$ cat src/rtl/sr_pkg.sv
// Shared definitions for the SR flip-flop bank: S=R=1 resolution modes,
// the per-channel request bundle and the next-state resolver.
package sr_pkg;

    localparam logic [1:0] MODE_HOLD    = 2'b00;
    localparam logic [1:0] MODE_SET_DOM = 2'b01;
    localparam logic [1:0] MODE_RST_DOM = 2'b10;
    localparam logic [1:0] MODE_TOGGLE  = 2'b11;

    typedef struct packed {
        logic s;
        logic r;
    } sr_req_t;

    function automatic logic sr_next(input logic q, input sr_req_t req, input logic [1:0] mode);
        logic nq;
        nq = q;
        unique case ({req.s, req.r})
            2'b10:   nq = 1'b1;
            2'b01:   nq = 1'b0;
            2'b11: begin
                unique case (mode)
                    MODE_SET_DOM: nq = 1'b1;
                    MODE_RST_DOM: nq = 1'b0;
                    MODE_TOGGLE:  nq = ~q;
                    default:      nq = q;
                endcase
            end
            default: nq = q;
        endcase
        return nq;
    endfunction

endpackage

$ cat src/rtl/sr_ff_cell.sv
// One channel: registered q with its registered complement, plus a sticky
// conflict flag that set-wins over the clear.
module sr_ff_cell
    import sr_pkg::*;
#(
    parameter bit INIT_VAL = 1'b0
) (
    input  logic       clk,
    input  logic       rst,
    input  logic       en,
    input  sr_req_t    req,
    input  logic [1:0] mode,
    input  logic       clr,
    output logic       q,
    output logic       q_bar,
    output logic       conflict,
    output logic       conflict_flag
);

    assign conflict = en & req.s & req.r;

    // q_bar is its own flop loaded with the complement, so it never glitches against q.
    always_ff @(posedge clk) begin
        if (rst) begin
            q     <= INIT_VAL;
            q_bar <= ~INIT_VAL;
        end else if (en) begin
            q     <= sr_next(q, req, mode);
            q_bar <= ~sr_next(q, req, mode);
        end
    end

    always_ff @(posedge clk) begin
        if (rst)
            conflict_flag <= 1'b0;
        else if (conflict)
            conflict_flag <= 1'b1;
        else if (clr)
            conflict_flag <= 1'b0;
    end

endmodule

$ cat src/rtl/sr_ff_bank.sv
// Bank of N synchronous SR flip-flops with selectable S=R=1 resolution and a
// saturating bank-wide conflict counter.
module sr_ff_bank
    import sr_pkg::*;
#(
    parameter int N        = 4,
    parameter bit INIT_VAL = 1'b0,
    parameter int CNT_W    = 4
) (
    input  logic             clk,
    input  logic             rst,
    input  logic             en,
    input  logic [N-1:0]     s,
    input  logic [N-1:0]     r,
    input  logic [1:0]       mode,
    input  logic             conflict_clr,
    output logic [N-1:0]     q,
    output logic [N-1:0]     q_bar,
    output logic [N-1:0]     conflict_flag,
    output logic [CNT_W-1:0] conflict_cnt
);

    localparam logic [CNT_W-1:0] CNT_MAX = '1;

    logic [N-1:0] conflict;
    logic         any_conflict;

    for (genvar i = 0; i < N; i++) begin : g_cell
        sr_ff_cell #(.INIT_VAL(INIT_VAL)) u_cell (
            .clk          (clk),
            .rst          (rst),
            .en           (en),
            .req          ('{s: s[i], r: r[i]}),
            .mode         (mode),
            .clr          (conflict_clr),
            .q            (q[i]),
            .q_bar        (q_bar[i]),
            .conflict     (conflict[i]),
            .conflict_flag(conflict_flag[i])
        );
    end

    assign any_conflict = |conflict;

    // One count per cycle however many channels collide; a same-cycle conflict survives the clear.
    always_ff @(posedge clk) begin
        if (rst)
            conflict_cnt <= '0;
        else if (conflict_clr)
            conflict_cnt <= any_conflict ? CNT_W'(1) : '0;
        else if (any_conflict && conflict_cnt != CNT_MAX)
            conflict_cnt <= conflict_cnt + CNT_W'(1);
    end

endmodule

$ cat config.mk
export PLATFORM = sky130hd
export DESIGN_NAME = sr_ff_bank
export DESIGN_NICKNAME = d
export VERILOG_FILES = /design/src/rtl/sr_pkg.sv /design/src/rtl/sr_ff_cell.sv /design/src/rtl/sr_ff_bank.sv
export SDC_FILE = /design/constraint.sdc
export NUM_CORES = 1
export LEC_CHECK = 0
export ABC_CLOCK_PERIOD_IN_PS = 2000
export CORE_AREA = 2 2 49 51
export DETAILED_ROUTE_END_ITERATION = 8
export DIE_AREA = 0 0 51 53
export PLACE_DENSITY = 0.74
export SYNTH_ARGS = -nofsm -noshare
export SYNTH_HDL_FRONTEND = slang
export SYNTH_HIERARCHICAL = 1
export SYNTH_SLANG_ARGS = --single-unit
$ cat constraint.sdc
create_clock -name clk -period 2 [get_ports clk]
set_clock_uncertainty 0.2 [all_clocks]
set_input_delay 0.2 -clock clk [delete_from_list [all_inputs] [get_ports clk]]
set_output_delay 0.2 -clock clk [all_outputs]
set_load 0.02 [all_outputs]
; Yosys cells after proc, flatten, opt, wreduce, memory -nomap -nowiden
; Cells that the tools add are included.
[word_totals]
wordCells = 77
reg_bits = 16
out_inout_bits = 16
input_bits = 14
[op_classes]
bitwise_logic = 16
muxes = 24
n_reduce_logical = 7
n_eq_ne = 16
addsub = 1
[op_table]
columns = operator, count
row1 = case mux 1 bit (3 select lines), 8
row2 = "== test 2 bit, second input constant", 10
row3 = two-way mux 1 bit, 14
row4 = "== test 2 x 1 -> 1 bit, second input constant", 5
row5 = nonzero test 2 bit, 5
row6 = bitwise AND 1 bit, 8
row7 = two-way mux 4 bit, 2
row8 = NOT 1 bit, 8
row9 = "adder 4 x 1 -> 4 bit, second input constant", 1
row10 = "!= test 4 bit, second input constant", 1
row11 = OR reduction 4 bit, 1
row12 = logical AND 1 bit, 1

; Logic depth before layout (Yosys ltp)
[depth]
word_depth = 6
depth_mapped = 4
mapped_depth_nobuf = 4

; Modules after synthesis
; Netlist, hierarchy kept.
[modules_own_cells]
columns = mod, seq_area_each_um2, n_inst, cells_each, area_per_inst_um2
row1 = sr_ff_cell, 60.1, 4, 19, 173.9
row2 = sr_ff_bank, 80.1, 1, 24, 216.5

; Worst setup path before layout
; Ideal clock, no wire load.
[synth_timing]
kind = input port to flip-flop
start = input r[1]
end = register conflict_cnt[2]
path_slack_ps = 495
n_path_buf = 0
required_time_ps = 1727
arrival_ps = 1232
path_stages = 4
setup_time_ps = 73
cell_sequence = and3_4 or4_4 and4b_1 nor3_2
[synth_via]
elab_chain_cells = 4
[synth_lines]
columns = element, line_no
row1 = from (decl), sr_ff_bank.sv:14  ; input logic [N-1:0] r,
row2 = bitwise AND 1 bit, sr_ff_cell.sv:20  ; assign conflict = en & req.s & req.r;
row3 = OR reduction 4 bit, sr_ff_bank.sv:43  ; assign any_conflict = |conflict;
row4 = logical AND 1 bit, sr_ff_bank.sv:51  ; else if (any_conflict && conflict_cnt != CNT_MAX)
row5 = nonzero test 2 bit (no line), --
row6 = to (signal assigned), sr_ff_bank.sv:50  ; conflict_cnt <= any_conflict ? CNT_W'(1) : '0;
row7 = to (signal assigned), sr_ff_bank.sv:52  ; conflict_cnt <= conflict_cnt + CNT_W'(1);
row8 = to (decl), sr_ff_bank.sv:20  ; output logic [CNT_W-1:0] conflict_cnt
; Every way passes these cells.
; A chain may end at the register's enable or synchronous reset.

; Worst setup path after layout
[layout_timing]
start = input en
end = register conflict_cnt[2]
[layout_via]
elab_chain_cells = 5
word_cells_on_any_way = 11
classes_between = bitwise: 8 / reduce/logical: 3
[layout_lines]
columns = element, line_no
row1 = from (decl), sr_ff_bank.sv:12  ; input logic en,
row2 = bitwise AND 1 bit (2 in a row), sr_ff_cell.sv:20
row3 = named net conflict[1], sr_ff_bank.sv:25  ; logic [N-1:0] conflict;
row4 = OR reduction 4 bit, sr_ff_bank.sv:43
row5 = logical AND 1 bit, sr_ff_bank.sv:51
row6 = nonzero test 2 bit (no line), --
; The timed path passes the listed nets, and every way through them passes these cells.

==> run summary <==
DRC Markers -> 0
Commonest non-fill, non-tap cell in the layout -> clkdlybuf4s50_1
CP startpoint kind -> input pin
Total gr overflow -> 0
Critical Path AT -> 1.87 ns
Yosys top cell by area -> dfxtp_1
Routed Antenna Nets -> 0
Number of H-tree levels -> 1
Top-Level Pins -> 30
Crit path max fanout -> 8
CTS Buf Count -> 3
Num rows -> 17
Max VDD drop -> 0.342 mV
Synth cell types -> 25
Layout cells sized above 1 -> 0.293
Area Overhead vs Synth -> 53.6%
Synth Area per Inst -> 9.12 sq um
Placed Cells -> 174
Via count -> 948
Hpwl dp -> 1840 um
Setup violations, final -> 0
Diode count -> 0
Synthesized area -> 912 sq um
Number of global-route vias before repair -> 916
Minimum clock period -> 1.85 ns
Layout Cells excl Fill -> 178
Sequential area share after synthesis -> 0.351
Top-area cell type share of the netlist area -> 0.351
Req. time, crit path -> 2.02 ns
Hold Vio Cnt, Final -> 0
Final Net Count -> 166
Setup CP Type -> input pin to flop
Drt total wl -> 2300 um
Initial core utilization -> 0.425
Synth top area cells -> dfxtp_1, a21oi_1, o221ai_2
Pin count of the biggest net entering global routing -> 10
Resize count post-CTS -> 0
Status -> completed
Final period utilization -> 0.926
Min-Delay Path Class -> flop to flop
Violation count after the first detailed-route iteration -> 13
Syn Inst Count -> 100
First-pass GRT wire length -> 3880 um
Syn_nets -> 115
Fmax -> 540 MHz
Worst Hold Slack -> 0.292 ns
Lkg Pwr -> 0.535 nW
Flop and latch count out of synthesis -> 16
# hold bufs at CTS -> 0
Gpl congestion -> 0.859
Antenna violations before repair -> 0
Most frequent cells in the layout -> clkdlybuf4s50_1, buf_4, dfxtp_1, a21oi_1, nand3_1
Ys flop type -> dfxtp_1
PortBufs -> 29
Slew Limit Fails -> 0
Die Width -> 51 um
PD cells -> 554 nW/um^2
CTS tree -> yes
RSZ-0062 raised after global routing -> no
Slew HR -> 0.670
Die Span Y -> 53 um
Bufs on Longest Clock Path -> 2
Synth warn -> 6
Critical path endpoint category -> flop
Max Cap Violations -> 0
DIE AREA -> 2700 sq um
Power, Total -> 0.776 mW
Worst Max-Slew Pin Slew -> 0.491 ns
Ys async rst share -> 0
Reg clk slew, reported paths -> 0.10 ns
First drt pass iteration count -> 4
Post-synth EDFFs -> 0
Tot GR Track Use -> 0.192
CTS sink count -> 16
Clock Latency Late Sink -> 0.28 ns
Routed vias/inst -> 5.33
Core area -> 2150 sq um
Post-CTS setup buffers -> 0
DR WL/cell -> 12.9 um
Root buffer cell -> clkbuf_4
synth_stat cells, types with 3 or more instances:
cell and count:
a21oi_1 12, a211oi_2 4, inv_1 8, dfxtp_1 16, nand3_1 9, nor2_2 4, a21boi_0 4, o21ai_0 3
o221ai_2 4, nand3b_1 5, a21oi_2 4, o21ai_1 4, and3_4 4, nand2b_1 8
report_power, final:
| part | switching [mW] | internal, mW | total (mW) |
|---|---|---|---|
| Sequential | 0.0155 | 0.335 | 0.351 |
| Combinational | 0.0972 | 0.112 | 0.209 |
| Clock | 0.105 | 0.111 | 0.216 |
worst paths after layout:
| kind | depth (start not counted) | slack (ns) | startpoint | to |
|---|---|---|---|---|
| worst max-delay path | 5 | 0.15 | en | conflict_cnt[2] |
| worst min-delay path | 2 | 0.29 | g_cell[2].u_cell/q_bar | g_cell[2].u_cell/q_bar |
| worst max register to register | 4 | 0.53 | conflict_cnt[0] | conflict_cnt[3] |
| worst min register to register | 2 | 0.29 | g_cell[2].u_cell/q_bar | g_cell[2].u_cell/q_bar |
layout make-up:
cell class | instances | area [sq um]
clock buffer | 4 | 36.3
fill | 185 | 747
inverter | 8 | 30.0
multi-input combinational | 76 | 562
sequential | 16 | 320
tap | 28 | 35.0
timing repair buffer | 46 | 418
metal layers:
metal | routed length [um] | vias to the layer above | global-route usage | part of all wire
met1 | 949 | 434 | 0.224 | 0.41
met4 | 0 | 0 | 0.0405 | 0
li1 | - | 478 | - | -
met3 | 158 | 0 | 0.0480 | 0.069
met5 | 0 | - | 0 | 0
met2 | 1190 | 36 | 0.351 | 0.52
critical path: stages:
cell             delay (ns)
clkdlybuf4s50_1        0.55
and3_4                 0.23
or4_4                  0.55
and4b_1                0.21
nor3_2                 0.13
stage by stage:
stage / TNS [ns] / util / worst slack (ns) / instance area (sq um)
5_1_grt: 0 / 0.652 / 0.0896 / 1400
3_5_place_dp: -0.319 / 0.635 / -0.143 / 1370
4_1_cts: 0 / 0.652 / 0.156 / 1400
6_report: 0 / 0.652 / 0.147 / 1400
2_1_floorplan: 0 / - / 0.495 / 912
3_3_place_gp: -0.172 / 0.635 / -0.105 / 1370
cells by family (layout without fill, tap and decap cells):
group / count (synthesis) / in the layout / synth area share
flip-flops: 16 / 16 / 0.351
adder cells (fa/ha/maj): 1 / 1 / 0.0137
AO/OA/AOI/OAI: 37 / 37 / 0.311
buffers and inverters: 8 / 58 / 0.0329
AND/OR/NAND/NOR: 38 / 38 / 0.291
Note: power is estimated with default switching activity, not from simulation.
